### config.mk
export PLATFORM = sky130hd
export DESIGN_NAME = sseg_disp_ctrl
export DESIGN_NICKNAME = d
export VERILOG_FILES = /design/src/rtl/sseg_disp_ctrl_pkg.sv /design/src/rtl/sseg_disp_ctrl_blink_timer.sv /design/src/rtl/sseg_disp_ctrl.sv
export SDC_FILE = /design/constraint.sdc
export NUM_CORES = 1
export LEC_CHECK = 0
export CAP_MARGIN = 25
export CORE_ASPECT_RATIO = 1.2
export CORE_MARGIN = 1.5
export CORE_UTILIZATION = 45
export CTS_BUF_LIST = sky130_fd_sc_hd__clkbuf_8
export DETAILED_ROUTE_END_ITERATION = 12
export HOLD_SLACK_MARGIN = 0.1
export MAX_ROUTING_LAYER = met4
export PLACE_DENSITY = 0.79
export SLEW_MARGIN = 0
export SYNTH_ARGS = -nofsm -noshare
export SYNTH_HDL_FRONTEND = slang
export SYNTH_SLANG_ARGS = --single-unit
export TNS_END_PERCENT = 100
### constraint.sdc
create_clock -name clk -period 1.7 [get_ports clk]
set_input_delay 0.255 -clock clk [delete_from_list [all_inputs] [get_ports clk]]
set_output_delay 0.255 -clock clk [all_outputs]
set_load 0.005 [all_outputs]
### src/rtl/sseg_disp_ctrl_pkg.sv
// Shared constants and helpers for the seven-segment display controller.
package sseg_pkg;

   localparam int DEFAULT_NUM_DIGITS = 6;
   localparam int DEFAULT_BLINK_DIV  = 12500000;
   localparam int MAX_DIGITS         = 8;

   // Returns a per-digit mask of leading zeros to be blanked. The scan walks
   // from the top digit downward and stops at the first nonzero digit or the
   // first digit carrying a decimal point. Digit 0 is never blanked so an
   // all-zero value still shows a single "0".
   function automatic logic [MAX_DIGITS-1:0] lzMask(
      input logic [4*MAX_DIGITS-1:0] value,
      input logic [MAX_DIGITS-1:0]   dp,
      input int                      numDigits
   );
      logic [MAX_DIGITS-1:0] mask;
      logic                  blanking;
      mask     = '0;
      blanking = 1'b1;
      for (int i = MAX_DIGITS - 1; i >= 1; i--) begin
         if (i < numDigits) begin
            if (blanking && (value[4*i +: 4] == 4'h0) && !dp[i]) begin
               mask[i] = 1'b1;
            end else begin
               blanking = 1'b0;
            end
         end
      end
      return mask;
   endfunction

endpackage

### src/rtl/sseg_disp_ctrl_blink_timer.sv
// Free-running blink timer: toggles the phase every BLINK_DIV clocks.
module sseg_blink_timer
   import sseg_pkg::*;
#(
   parameter int BLINK_DIV = DEFAULT_BLINK_DIV
) (
   input  logic clk,
   input  logic rst,
   output logic phase
);

   localparam int CW = (BLINK_DIV > 1) ? $clog2(BLINK_DIV) : 1;

   logic [CW-1:0] r_count;
   logic          r_phase;

   // Count 0..BLINK_DIV-1, wrapping and toggling the phase on the last count
   always_ff @(posedge clk) begin
      if (rst) begin
         r_count <= '0;
         r_phase <= 1'b0;
      end else if (r_count == CW'(BLINK_DIV - 1)) begin
         r_count <= '0;
         r_phase <= ~r_phase;
      end else begin
         r_count <= r_count + 1'b1;
      end
   end

   assign phase = r_phase;

endmodule

### src/rtl/sseg_disp_ctrl.sv
// Display controller for a bank of seven-segment digits: holds the value,
// decimal points and display configuration and produces per-digit
// data/en/dp for the downstream decoders.
module sseg_disp_ctrl
   import sseg_pkg::*;
#(
   parameter int NUM_DIGITS = DEFAULT_NUM_DIGITS,
   parameter int BLINK_DIV  = DEFAULT_BLINK_DIV
) (
   input  logic                    clk,
   input  logic                    rst,
   input  logic                    ld_valid,
   input  logic [4*NUM_DIGITS-1:0] ld_data,
   input  logic [NUM_DIGITS-1:0]   ld_dp,
   input  logic                    sh_valid,
   input  logic [3:0]              sh_data,
   input  logic                    sh_dp,
   input  logic                    cfg_we,
   input  logic                    cfg_on,
   input  logic                    cfg_lz,
   input  logic [NUM_DIGITS-1:0]   cfg_blink,
   output logic [4*NUM_DIGITS-1:0] dig_data,
   output logic [NUM_DIGITS-1:0]   dig_en,
   output logic [NUM_DIGITS-1:0]   dig_dp,
   output logic                    blink_phase
);

   logic [4*NUM_DIGITS-1:0] r_value;
   logic [NUM_DIGITS-1:0]   r_dp;
   logic                    r_on;
   logic                    r_lz;
   logic [NUM_DIGITS-1:0]   r_blink;
   logic [NUM_DIGITS-1:0]   r_enBase;

   logic [4*NUM_DIGITS-1:0] w_valueNext;
   logic [NUM_DIGITS-1:0]   w_dpNext;
   logic                    w_onNext;
   logic                    w_lzNext;
   logic [NUM_DIGITS-1:0]   w_blinkNext;
   logic [NUM_DIGITS-1:0]   w_enBaseNext;
   logic [4*NUM_DIGITS+3:0] w_shiftValue;
   logic [NUM_DIGITS:0]     w_shiftDp;
   logic [MAX_DIGITS-1:0]   w_lzMaskFull;
   logic [NUM_DIGITS-1:0]   w_blankLz;
   logic                    w_phase;

   sseg_blink_timer #(
      .BLINK_DIV (BLINK_DIV)
   ) u_blinkTimer (
      .clk   (clk),
      .rst   (rst),
      .phase (w_phase)
   );

   // The extra width lets a one-digit build shift without an empty slice;
   // the top digit falls off the end when the result is truncated.
   assign w_shiftValue = {r_value, sh_data};
   assign w_shiftDp    = {r_dp, sh_dp};

   assign w_lzMaskFull = lzMask(32'(w_valueNext), 8'(w_dpNext), NUM_DIGITS);

   // Next-state selection: load beats shift, config writes are independent,
   // and blanking is judged on the values about to be stored.
   always_comb begin
      w_valueNext  = r_value;
      w_dpNext     = r_dp;
      w_onNext     = r_on;
      w_lzNext     = r_lz;
      w_blinkNext  = r_blink;
      w_blankLz    = '0;
      w_enBaseNext = '0;
      if (ld_valid) begin
         w_valueNext = ld_data;
         w_dpNext    = ld_dp;
      end else if (sh_valid) begin
         w_valueNext = w_shiftValue[4*NUM_DIGITS-1:0];
         w_dpNext    = w_shiftDp[NUM_DIGITS-1:0];
      end
      if (cfg_we) begin
         w_onNext    = cfg_on;
         w_lzNext    = cfg_lz;
         w_blinkNext = cfg_blink;
      end
      if (w_lzNext) begin
         w_blankLz = w_lzMaskFull[NUM_DIGITS-1:0];
      end
      w_enBaseNext = {NUM_DIGITS{w_onNext}} & ~w_blankLz;
   end

   // State and output registers; reset overrides any same-cycle command
   always_ff @(posedge clk) begin
      if (rst) begin
         r_value  <= '0;
         r_dp     <= '0;
         r_on     <= 1'b1;
         r_lz     <= 1'b0;
         r_blink  <= '0;
         r_enBase <= '0;
      end else begin
         r_value  <= w_valueNext;
         r_dp     <= w_dpNext;
         r_on     <= w_onNext;
         r_lz     <= w_lzNext;
         r_blink  <= w_blinkNext;
         r_enBase <= w_enBaseNext;
      end
   end

   // Blink gating combines only flops, so it lines up exactly with blink_phase
   assign dig_data    = r_value;
   assign dig_dp      = r_dp;
   assign dig_en      = r_enBase & ~(r_blink & {NUM_DIGITS{w_phase}});
   assign blink_phase = w_phase;

endmodule
==> summary.md <==
| Metric | Value |
|---|---|
| Status | `finished with violations` |
| Failing checks | `negative setup slack` |
| Switching share of power | `26.1%` |
| Layout cells sized above 1 | `24.9%` |
| Initial antenna violation count | `0` |
| Antenna diode count | `0` |
| Leak | `2.00 nW` |
| CTS Root Cell | `clkbuf_8` |
| Min Clock Period, post-route | `1.70 ns` |
| RSZ-0062 raised after global routing | `yes` |
| Count leader, synth | `nor2_1` |
| Avg Inst Size Synth | `9.03 µm²` |
| H-tree depth | `3` |
| Max Fclk | `588 MHz` |
| Worst-margin pin slew | `0.388 ns` |
| Final setup fails | `1` |
| #FFs+latches synth | `69` |
| Crit path required time | `1.99 ns` |
| Routed vias | `2927` |
| Switch Pwr | `976 µW` |
| Post-route cell area | `4680 µm²` |
| Crit path cell chain | `nand4_1 -> nor4_4 -> buf_4 -> nand4_1 -> or3_1 -> a21oi_2` |
| DRC | `0` |
| Horiz. Die Dim | `77.9 µm` |
| Die height | `92.9 µm` |
| Final worst slack | `-0.00172 ns` |
| Max-slew violation count | `0` |
| CTS Hold Bufs | `0` |
| Gpl congestion | `0.825` |
| Number of global-route vias before repair | `2867` |
| Clock slew at the register clock pins of the worst setup and hold paths | `0.09 ns` |
| Post-synth top cells | `78 x nor2_1, 69 x dfxtp_1, 38 x mux2i_1` |
| Synth Flop Type | `dfxtp_1` |
| Clk pwr share | `36.8%` |
| CP max stage cell | `or3_1` |
| CP Launch Type | `register` |
| I/O pin cnt | `85` |
| Die area | `7240 µm²` |
| Worst-skew pair later-pin latency | `0.36 ns` |
| Core box area | `6490 µm²` |
| VDD IR max | `0.000581 V` |
| Number of CTS-inserted buffers | `9` |
| All-Layer GR Usage | `24.8%` |
| Dpl hpwl | `6280 µm` |
| WL final | `8800 µm` |
| Slew headroom | `73.4%` |
| Drt first-iter violations | `80` |
| Part of the Yosys area used for sequential elements | `45.5%` |
| First-pass detailed-route iteration total | `4` |
| Number of hold violations in the final report | `0` |
| Avg WL per Cell | `15.5 µm` |
| DRT antenna net count | `0` |
| Arr. time, crit path | `1.99 ns` |
| Net count after synthesis | `385` |
| P per Cell Area | `800 nW/µm²` |
| Area Growth Syn to Fin | `54.2%` |
| Setup_tns | `-0.00172 ns` |
| CTS Buffer Depth | `2` |
| CP peak stage delay | `0.37 ns` |
| CP Max Fanout | `4` |
| Setup CP Type | `reg -> reg` |
| Flop pwr share | `46.4%` |
| Top-area cell type share of the netlist area | `45.5%` |
| Post-synthesis async set-or-reset flop share | `0%` |
| First-pass GRT wire length | `13500 µm` |
| Clk_skew | `0.0136 ns` |
| Critical path capture point type | `register` |
| Gate count after technology mapping | `336` |
| Worst path top cell family by delay | `simple AND/OR/NAND/NOR gates` |
| Top post-synthesis cells by area | `dfxtp_1 46%, mux2i_1 13%, nor2_1 9.7%, a21oi_1 3.3%, xor2_1 2.9%` |
| Final period utilization | `100%` |
| Tightest Hold Check Type | `reg -> reg` |
| Grt total ovfl | `0` |
| Combinational power share | `16.9%` |
| Max-cap viol count | `0` |
| Starting density of the core | `46.8%` |
| Post-Syn Area | `3030 µm²` |
| Fill count | `486` |
| Post-synth top area cell | `dfxtp_1` |
| CP Buf/Inv Count | `1` |
| Input/output buffers | `84` |
| Std cell rows | `32` |
| Largest net degree at the start of global routing | `32` |
| Synth Warn # | `0` |
| NumNets Final | `526` |
| Most frequent CP cell | `nand4_1` |
| Int Power | `2.77 mW` |
| DP Area | `4350 µm²` |
| Distinct cells, synth | `38` |
| Clock sink count | `69` |
| Vias/cell | `5.16` |
| Post-synth EDFFs | `0` |
| CTS tree | `done` |
[cell families (layout without fill, tap and decap cells)]
kind of cell	Yosys count	in the layout	share of synthesized area [%]
AND/OR/NAND/NOR	142	142	22.3
flip-flops	69	69	45.5
multiplexers	46	46	15.8
AO/OA/AOI/OAI	38	38	7.05
buffers and inverters	21	167	3.46
XOR/XNOR	19	19	5.49
adder cells (fa/ha/maj)	1	1	0.412
[final timing paths]
check | from | endpoint | slack [ns] | depth (start not counted)
min | r_on | r_on | 0.49 | 2
min reg2reg | r_on | r_on | 0.49 | 2
max reg2reg | u_blinkTimer.r_count[13] | u_blinkTimer.r_count[22] | -0.002 | 6
max | u_blinkTimer.r_count[13] | u_blinkTimer.r_count[22] | -0.002 | 6
[stage by stage]
step           hold WS [ns]  worst slack [ns]  std cells  power [mW]  utilization (%)
3_3_place_gp          0.457            -0.492        546        2.36             67.1
5_1_grt               0.531           -0.0816        567        3.89             72.1
3_5_place_dp          0.467            -0.536        546        2.38             67.1
2_1_floorplan         0.398            0.0162        336        2.00                -
4_1_cts               0.489          -0.00277        562        3.74             70.7
6_report              0.489          -0.00172        567        3.74             72.1
[layout make-up]
cell class	count	area [µm²]	area share, %
clock buffer	9	124	2.65
clock inverter	7	80.1	1.71
inverter	4	15.0	0.321
multi-input combinational	246	1610	34.5
sequential	69	1400	29.9
tap	85	106	2.27
timing repair buffer	147	1340	28.7
[worst reg2reg max path, stage by stage, from the launching register on]
cell and delay [ns]:
dfxtp_2 0.35, nand4_1 0.18, nor4_4 0.28, buf_4 0.16, nand4_1 0.15, or3_1 0.37
a21oi_2 0.14
[power groups by stage]
stage / registers, mW / clock network, mW / logic, mW
final: 1.74 / 1.38 / 0.631
after global routing: 1.74 / 1.47 / 0.676
after CTS: 1.73 / 1.40 / 0.612
after detailed placement: 1.77 / 0 / 0.604
after global placement: 1.77 / 0 / 0.593
after floorplan: 1.76 / 0 / 0.237
[state kept, by name, summed over array words and instances (netlist names)]
name,cells
u_blinkTimer.r_count,24
r_lz,1
dig_dp,6
r_enBase,6
u_blinkTimer.phase,1
dig_data,24
r_on,1
r_blink,6
[routing by layer]
metal	part of all wire, %	global-route usage (%)	vias up	routed length, µm
met4	3.5	11.3	0	311
met2	51	43.3	104	4510
met3	4.6	4.83	23	409
met5	0	-	-	0
met1	41	27.1	1364	3570
li1	-	-	1436	-
[cells in the final DEF (no fill, tap or decap), types with 2 or more instances in the layout]
cell type / count
clkdlybuf4s50_1: 79
nor2_1: 77
buf_4: 61
dfxtp_1: 58
mux2i_1: 34
a21oi_1: 18
nand2_1: 12
nand3_1: 11
xor2_1: 10
dfxtp_2: 10
xnor2_1: 9
clkbuf_8: 9
nand4_1: 8
o21ai_0: 8
mux2_2: 6
a21boi_1: 5
and3_1: 5
nor2b_1: 5
mux2i_2: 4
nor4_2: 3
inv_1: 3
or3_1: 3
a21oi_2: 3
inv_6: 3
dlymetal6s2s_1: 3
or2_2: 2
and4_1: 2
mux2_4: 2
and2_1: 2
or3_4: 2
nor3_1: 2
clkinvlp_4: 2
buf_12: 2
[repair_timing]
item                       in CTS  in global routing
gates cloned                    0                  0
gates resized for setup        14                 23
pin swaps                       3                 15
buffers inserted                0                  5
setup endpoints to repair      27                 32
No activity file was read; power rests on OpenSTA's default activity.
